===== src/rtl/metronome_pkg.sv =====
// Shared types and constants for the metronome tempo path.
// BPM bounds, the button command set, the FSM states and the clamped BPM update.
package metronome_pkg;

   localparam int unsigned BPM_W       = 8;
   localparam int unsigned BPM_MIN     = 30;
   localparam int unsigned BPM_MAX     = 240;
   localparam int unsigned BPM_DEFAULT = 120;

   typedef enum logic [2:0] {
      CMD_NONE,
      CMD_RST,
      CMD_P1,
      CMD_P5,
      CMD_M1,
      CMD_M5
   } cmd_e;

   typedef enum logic [1:0] {
      IDLE,
      DIVIDE,
      DONE
   } state_e;

   // One extra bit keeps 238+5 from wrapping before the clamp; minus floors at zero first.
   function automatic logic [BPM_W-1:0] bpm_adjust(input cmd_e             cmd,
                                                   input logic [BPM_W-1:0] bpm,
                                                   input logic [BPM_W-1:0] lo,
                                                   input logic [BPM_W-1:0] hi);
      logic [BPM_W:0] sum;
      sum = {1'b0, bpm};
      case (cmd)
         CMD_P1:  sum = sum + (BPM_W+1)'(1);
         CMD_P5:  sum = sum + (BPM_W+1)'(5);
         CMD_M1:  sum = (sum < (BPM_W+1)'(1)) ? '0 : sum - (BPM_W+1)'(1);
         CMD_M5:  sum = (sum < (BPM_W+1)'(5)) ? '0 : sum - (BPM_W+1)'(5);
         default: ;
      endcase
      if (sum > {1'b0, hi}) begin
         return hi;
      end else if (sum < {1'b0, lo}) begin
         return lo;
      end
      return sum[BPM_W-1:0];
   endfunction

endpackage


===== src/rtl/metronome_tempo_ctrl_divider.sv =====
// Iterative restoring unsigned divider, one quotient bit per cycle.
// The start cycle performs the first iteration, so done pulses W cycles after start.
module tempo_divider #(
   parameter int unsigned W = 32
) (
   input  logic         i_clk,
   input  logic         i_rst_n,
   input  logic         i_start,
   input  logic [W-1:0] i_dividend,
   input  logic [W-1:0] i_divisor,
   output logic         o_busy,
   output logic         o_done,
   output logic [W-1:0] o_quotient
);

   localparam int unsigned CNT_W = $clog2(W);

   logic [W-1:0]     rem_q, rem_d;
   logic [W-1:0]     quo_q, quo_d;
   logic [W-1:0]     div_q, div_d;
   logic [CNT_W-1:0] cnt_q, cnt_d;
   logic             busy_q, busy_d;
   logic             done_q, done_d;

   logic [W-1:0]     rem_src, quo_src, div_src;
   logic [W:0]       shifted;
   logic [W-1:0]     rem_step, quo_step;

   // Reasserting start mid-division simply reloads the operands: that is the abort.
   always_comb begin
      rem_src  = i_start ? '0         : rem_q;
      quo_src  = i_start ? i_dividend : quo_q;
      div_src  = i_start ? i_divisor  : div_q;
      shifted  = {rem_src, quo_src[W-1]};
      if (shifted >= {1'b0, div_src}) begin
         rem_step = W'(shifted - {1'b0, div_src});
         quo_step = {quo_src[W-2:0], 1'b1};
      end else begin
         rem_step = shifted[W-1:0];
         quo_step = {quo_src[W-2:0], 1'b0};
      end
   end

   always_comb begin
      rem_d  = rem_q;
      quo_d  = quo_q;
      div_d  = div_q;
      cnt_d  = cnt_q;
      busy_d = busy_q;
      done_d = 1'b0;
      if (i_start) begin
         rem_d  = rem_step;
         quo_d  = quo_step;
         div_d  = i_divisor;
         cnt_d  = CNT_W'(1);
         busy_d = 1'b1;
      end else if (busy_q) begin
         rem_d = rem_step;
         quo_d = quo_step;
         cnt_d = cnt_q + CNT_W'(1);
         if (cnt_q == CNT_W'(W - 1)) begin
            busy_d = 1'b0;
            done_d = 1'b1;
         end
      end
   end

   always_ff @(posedge i_clk or negedge i_rst_n) begin
      if (!i_rst_n) begin
         rem_q  <= '0;
         quo_q  <= '0;
         div_q  <= '0;
         cnt_q  <= '0;
         busy_q <= 1'b0;
         done_q <= 1'b0;
      end else begin
         rem_q  <= rem_d;
         quo_q  <= quo_d;
         div_q  <= div_d;
         cnt_q  <= cnt_d;
         busy_q <= busy_d;
         done_q <= done_d;
      end
   end

   assign o_busy     = busy_q;
   assign o_done     = done_q;
   assign o_quotient = quo_q;

endmodule


===== src/rtl/metronome_tempo_ctrl.sv =====
// Tempo controller: arbitrates button pulses, holds the clamped BPM, recomputes the
// beat period with an iterative divider and emits a beat tick every period.
module metronome_tempo_ctrl
   import metronome_pkg::*;
#(
   parameter int unsigned CLK_HZ      = 50_000_000,
   parameter int unsigned BPM_MIN     = metronome_pkg::BPM_MIN,
   parameter int unsigned BPM_MAX     = metronome_pkg::BPM_MAX,
   parameter int unsigned BPM_DEFAULT = metronome_pkg::BPM_DEFAULT,
   parameter int unsigned PERIOD_W    = 32
) (
   input  logic                i_clk,
   input  logic                i_rst_n,
   input  logic                i_btn_reset,
   input  logic                i_btn_plus_1,
   input  logic                i_btn_plus_5,
   input  logic                i_btn_minus_1,
   input  logic                i_btn_minus_5,
   output logic [BPM_W-1:0]    o_bpm,
   output logic [PERIOD_W-1:0] o_period,
   output logic                o_period_valid,
   output logic                o_busy,
   output logic                o_beat
);

   // CLK_HZ*60 overflows a 32-bit int for the default clock, so widen first.
   localparam logic [63:0]         DIVIDEND_WIDE = 64'(CLK_HZ) * 64'd60;
   localparam logic [PERIOD_W-1:0] DIVIDEND      = PERIOD_W'(DIVIDEND_WIDE);
   localparam logic [PERIOD_W-1:0] RST_PERIOD    = PERIOD_W'(DIVIDEND_WIDE / 64'(BPM_DEFAULT));
   localparam logic [BPM_W-1:0]    BPM_LO        = BPM_W'(BPM_MIN);
   localparam logic [BPM_W-1:0]    BPM_HI        = BPM_W'(BPM_MAX);
   localparam logic [BPM_W-1:0]    BPM_RST       = BPM_W'(BPM_DEFAULT);

   state_e              state_q, state_d;
   logic [BPM_W-1:0]    bpm_q, bpm_d;
   logic [PERIOD_W-1:0] period_q, period_d;
   cmd_e                pend_q, pend_d;
   logic [PERIOD_W-1:0] beat_cnt_q, beat_cnt_d;
   logic                beat_q, beat_d;

   cmd_e                btn_cmd;
   cmd_e                act;
   logic                div_start;
   logic                div_busy;
   logic                div_done;
   logic [PERIOD_W-1:0] div_quotient;

   // NOTE: every always_comb output gets a default first, otherwise a path that skips
   // an assignment infers a latch.
   always_comb begin
      btn_cmd = CMD_NONE;
      if      (i_btn_reset)   btn_cmd = CMD_RST;
      else if (i_btn_minus_5) btn_cmd = CMD_M5;
      else if (i_btn_minus_1) btn_cmd = CMD_M1;
      else if (i_btn_plus_5)  btn_cmd = CMD_P5;
      else if (i_btn_plus_1)  btn_cmd = CMD_P1;
   end

   always_comb begin
      state_d   = state_q;
      bpm_d     = bpm_q;
      period_d  = period_q;
      pend_d    = pend_q;
      act       = CMD_NONE;
      div_start = 1'b0;
      if (btn_cmd == CMD_RST) begin
         bpm_d     = BPM_RST;
         pend_d    = CMD_NONE;
         div_start = 1'b1;
         state_d   = DIVIDE;
      end else begin
         case (state_q)
            IDLE: begin
               act = btn_cmd;
               // A parked command goes first; a fresh pulse this cycle takes its slot.
               if (pend_q != CMD_NONE) begin
                  act    = pend_q;
                  pend_d = btn_cmd;
               end
               if (act != CMD_NONE) begin
                  bpm_d     = bpm_adjust(act, bpm_q, BPM_LO, BPM_HI);
                  div_start = 1'b1;
                  state_d   = DIVIDE;
               end
            end
            DIVIDE: begin
               if (pend_q == CMD_NONE) pend_d = btn_cmd;
               if (div_done) begin
                  period_d = div_quotient;
                  state_d  = DONE;
               end
            end
            DONE: begin
               if (pend_q == CMD_NONE) pend_d = btn_cmd;
               state_d = IDLE;
            end
            default: state_d = IDLE;
         endcase
      end
   end

   // The running beat finishes on the old period; the new one loads at the boundary.
   always_comb begin
      beat_d     = 1'b0;
      beat_cnt_d = beat_cnt_q - PERIOD_W'(1);
      if (beat_cnt_q == '0) begin
         beat_d     = 1'b1;
         beat_cnt_d = period_q - PERIOD_W'(1);
      end
   end

   // NOTE: state uses non-blocking assignments so every flop samples pre-edge values.
   always_ff @(posedge i_clk or negedge i_rst_n) begin
      if (!i_rst_n) begin
         state_q    <= IDLE;
         bpm_q      <= BPM_RST;
         period_q   <= RST_PERIOD;
         pend_q     <= CMD_NONE;
         beat_cnt_q <= RST_PERIOD - PERIOD_W'(1);
         beat_q     <= 1'b0;
      end else begin
         state_q    <= state_d;
         bpm_q      <= bpm_d;
         period_q   <= period_d;
         pend_q     <= pend_d;
         beat_cnt_q <= beat_cnt_d;
         beat_q     <= beat_d;
      end
   end

   tempo_divider #(
      .W (PERIOD_W)
   ) u_divider (
      .i_clk      (i_clk),
      .i_rst_n    (i_rst_n),
      .i_start    (div_start),
      .i_dividend (DIVIDEND),
      .i_divisor  (PERIOD_W'(bpm_d)),
      .o_busy     (div_busy),
      .o_done     (div_done),
      .o_quotient (div_quotient)
   );

   assign o_bpm          = bpm_q;
   assign o_period       = period_q;
   assign o_period_valid = (state_q == DONE);
   assign o_busy         = div_busy | (state_q != IDLE);
   assign o_beat         = beat_q;

endmodule


===== config.mk =====
export PLATFORM = sky130hd
export DESIGN_NAME = metronome_tempo_ctrl
export DESIGN_NICKNAME = d
export VERILOG_FILES = /design/src/rtl/metronome_pkg.sv /design/src/rtl/metronome_tempo_ctrl_divider.sv /design/src/rtl/metronome_tempo_ctrl.sv
export SDC_FILE = /design/constraint.sdc
export NUM_CORES = 1
export LEC_CHECK = 0
export CAP_MARGIN = 25
export CORE_MARGIN = 5
export CORE_UTILIZATION = 45
export CTS_CLUSTER_SIZE = 30
export DETAILED_ROUTE_END_ITERATION = 6
export GPL_ROUTABILITY_DRIVEN = 0
export GPL_TIMING_DRIVEN = 1
export PLACE_DENSITY = 0.59
export SLEW_MARGIN = 20
export SYNTH_ARGS = -nofsm -noshare
export SYNTH_HDL_FRONTEND = slang
export SYNTH_HIERARCHICAL = 1
export SYNTH_SLANG_ARGS = --single-unit

===== constraint.sdc =====
create_clock -name i_clk -period 6 [get_ports i_clk]
set_input_delay 0.6 -clock i_clk [delete_from_list [all_inputs] [get_ports i_clk]]
set_output_delay 0.6 -clock i_clk [all_outputs]
set_load 0.05 [all_outputs]

==> summary.md <==
| Metric | Value |
|---|---|
| Run status | `completed` |
| Die X | `approximately 170 µm` |
| Data required time at the worst endpoint | `around 6.3 ns` |
| Crit path arrival time | `6.05 ns` |
| Number of I/O pins | `50` |
| Total power draw | `3.757 mW` |
| Pin count of the biggest net entering global routing | `between 60 and 70` |
| Clock buffer depth | `2` |
| Pwr Density | `just under 300 nW/µm²` |
| Actual transition at the worst max-transition pin | `between 0.9 and 1 ns` |
| Number of global-route vias before repair | `8660` |
| Share of final-layout standard cells stronger than drive strength 1 | `14.36%` |
| Post-route ant nets | `0` |
| Wirelength per Cell | `15.52 µm` |
| Portion of the post-synthesis area used by sequential elements | `around two fifths` |
| Most area-hungry cell type in the Yosys netlist | `dfrtp_1` |
| Endpoint of the most critical setup path | `u_divider/rem_q[27]` |
| Clock latency on the worst-skew pair | `approximately 0.43 ns` |
| Number of buffers inserted during clock tree synthesis | `17` |
| Filler Cells Inserted | `approximately 2200` |
| Unique cell type count in the Yosys netlist | `85` |
| Number of maximum-capacitance constraint violations | `0` |
| Syn Inst Count | `between 1000 and 1500` |
| Layout Skew | `between 0.01 and 0.015 ns` |
| DIE HEIGHT | `167.4 µm` |
| Mean area per synthesized cell | `just over 9 µm²` |
| Reg-to-Reg Start | `pend_q[2]` |
| Final HPWL from detailed placement | `18560 µm` |
| Share of the synthesized area in the top cell type | `33.23%` |
| Hold Path Class | `in -> async` |
| Synth area leaders | `dfrtp_1 (33%), dfstp_2 (7.8%), mux2i_1 (6.2%), ha_1 (4.7%), o21ai_0 (4.2%)` |
| Final net count | `between 1000 and 1500` |
| Final period util | `~96%` |
| Via count | `9158` |
| Crit path time final | `around 5.7 ns` |
| Final count of hold timing violations | `0` |
| Pre-CTS setup slack | `-0.1360 ns` |
| Number of warning messages in the yosys log | `6` |
| Post-synthesis async set-or-reset flop share | `100.0%` |
| Worst-case register-to-register setup slack | `0.44 ns` |
| Pre-antenna DRT Iters | `5` |
| Floorplan Core Area | `~24000 µm²` |
| Cts hold-fix bufs | `0` |
| Synthesized area | `11150 µm²` |
| Routed Wire Length | `between 20000 and 30000 µm` |
| Dominant cell by count in the synthesized netlist | `dfrtp_1` |
| Worst IR Drop VDD | `between 150 and 200 µV` |
| Full die area | `roughly 28000 µm²` |
| Instance area after placement | `about 12000 µm²` |
| Static power due to leakage | `between 5 and 6 nW` |
| Overall overflow remaining after global route | `0` |
| Critical path capture point type | `register` |
| Capture point of the worst reg-to-reg path | `u_divider/rem_q[27]` |
| Detailed-route vias per instance | `~5.5` |
| Number of antenna diodes | `0` |
| Area growth syn-to-layout | `17.03%` |
| Worst hold-check slack | `between 0.15 and 0.2 ns` |
| Effective utilization at floorplan | `a little under half` |
| Max-slew headroom at the worst pin | `between 30% and 40%` |
| Area used by multi-input combinational logic | `around 6400 µm²` |
| Clock root cell | `clkbuf_16` |
| Final setup viols | `0` |
| Slew Viols, Final | `0` |
| Worst R2R Path Depth | `23` |
| Worst path setup slack after routing | `~0.26 ns` |
| Critical path peak fanout | `4` |
| # DRC | `0` |
| Standard-cell rows | `57` |
| TritonCTS clock tree | `done` |
| CTS clk-pin slew, worst paths | `0.08 ns` |
| Overall global routing resource usage | `between 10% and 20%` |
| Worst setup path start | `i_btn_minus_5` |
| Top cell types by occurrence after synthesis | `dfrtp_1 (148), nor2_1 (105), nand2_1 (101)` |
| Initial detailed-routing violation count | `685` |
| Clock sink count | `around 180` |
| Number of H-tree branching levels | `4` |
| Summed area of non-filler cells in the final layout | `roughly 13000 µm²` |
| First-pass GRT wire length | `approximately 44000 µm` |
| # port buffers | `between 40 and 50` |
| Flip-flop cell with the highest count after synthesis | `dfrtp_1` |
| Number of flops mapped to enable cells by yosys | `0` |
| Antenna violations before repair | `0` |
| RSZ-0062 raised after global routing | `yes` |
| Startpoint-to-endpoint class of the critical path | `in -> reg` |
| Area occupied by registers | `about 4600 µm²` |
| Post-synthesis register bit count | `between 150 and 200` |
| Highest Clock Rate | `about 170 MHz` |
| Nature of the critical path startpoint | `input port` |
## stage by stage
| stage | TNS (ns) | utilization (%) | instances |
|---|---|---|---|
| 2_1_floorplan | 0 | - | 1273 |
| 3_5_place_dp | -0.9329 | 50.92 | 1642 |
| 6_report | 0 | 53.48 | 1675 |
| 3_3_place_gp | -0.1197 | 50.92 | 1642 |
| 4_1_cts | 0 | 53.23 | 1674 |
| 5_1_grt | -0.02912 | 53.48 | 1675 |
## repair_timing
action,in CTS,in global routing
resized for setup,0,12
buffers inserted,0,1
endpoints found under the setup margin,0,19
## cell type report
class	instances	area share, %
Multi-Input combinational cell	983	49.01
Sequential cell	181	35.05
Timing Repair Buffer	103	6.993
Clock buffer	18	3.290
Tap cell	324	3.108
Inverter	52	1.516
Clock inverter	14	1.036
## worst min path at each step
| stage | startpoint | endpoint | cells after the start |
|---|---|---|---|
| after global routing | i_rst_n | beat_cnt_q[27] | 1 |
| after floorplan | i_rst_n | beat_cnt_q[10] | 0 |
| after CTS | i_rst_n | beat_cnt_q[27] | 1 |
| after detailed placement | u_divider/div_q[4] | u_divider/div_q[4] | 2 |
| after global placement | u_divider/div_q[30] | u_divider/div_q[30] | 2 |
| final | i_rst_n | beat_cnt_q[27] | 1 |
## where the power goes
part,leakage [nW],switching (mW),internal (mW)
logic,3.49,0.704,0.461
registers,2.18,0.138,1.37
clock network,0.280,0.531,0.552
total,5.94,1.37,2.38
## routing by layer
layer | wire (µm) | vias up | track usage (%)
li1 | - | 4574 | -
met1 | 12570 | 4392 | 26.66
met2 | 12320 | 182 | 30.29
met3 | 966 | 10 | 3.300
met4 | 144 | 0 | 2.929
met5 | 0 | - | 0
## state kept, by name, indices dropped and copies added (netlist names), 3 cells and up
name and count:
u_divider/rem_q 32, u_divider/div_q 32, pend_q 3, beat_cnt_q 32, u_divider/o_quotient 32, o_bpm 8, u_divider/cnt_q 5, o_period 32
## critical path: stages
cell             delay [ns]
clkdlybuf4s50_1        0.47
or2_2                  0.31
a21oi_1                0.17
nand2_1                0.10
nor2_1                 0.13
ha_1                   0.28
a31oi_1                0.22
nand3b_1               0.18
nor3_1                 0.08
o32a_1                 0.41
or3_1                  0.44
a21oi_1                0.17
a221o_1                0.20
mux2i_2                0.09
ha_1                   0.35
o211ai_1               0.11
a21o_1                 0.18
a21o_1                 0.18
o31a_1                 0.31
o221ai_1               0.29
a21oi_1                0.15
xor2_1                 0.20
o22ai_1                0.11
a221o_1                0.31
## cells by family after synthesis
| group | synth area share [%] |
|---|---|
| compound gates | 18.51 |
| xor+xnor | 3.772 |
| fa+ha+maj | 4.894 |
| buf+inv | 3.929 |
| flops | 41.01 |
| mux | 9.632 |
| other cells | 0.06738 |
| simple gates | 18.19 |
## placed cells by master (no fill, tap or decap), types with 20 or more instances in the layout
cell type and n:
clkdlybuf4s50_1 48, nand2b_1 20, o21ai_0 91, a21oi_1 87
ha_1 42, nand3_1 23, dfrtp_1 147, dfstp_2 33
inv_1 50, mux2i_1 68, nor2b_1 33, mux2_2 34
xor2_1 30, buf_4 53, conb_1 56, nor2_1 105
nand2_1 101, nor3_1 34
No activity file was read; power rests on OpenSTA's default activity.
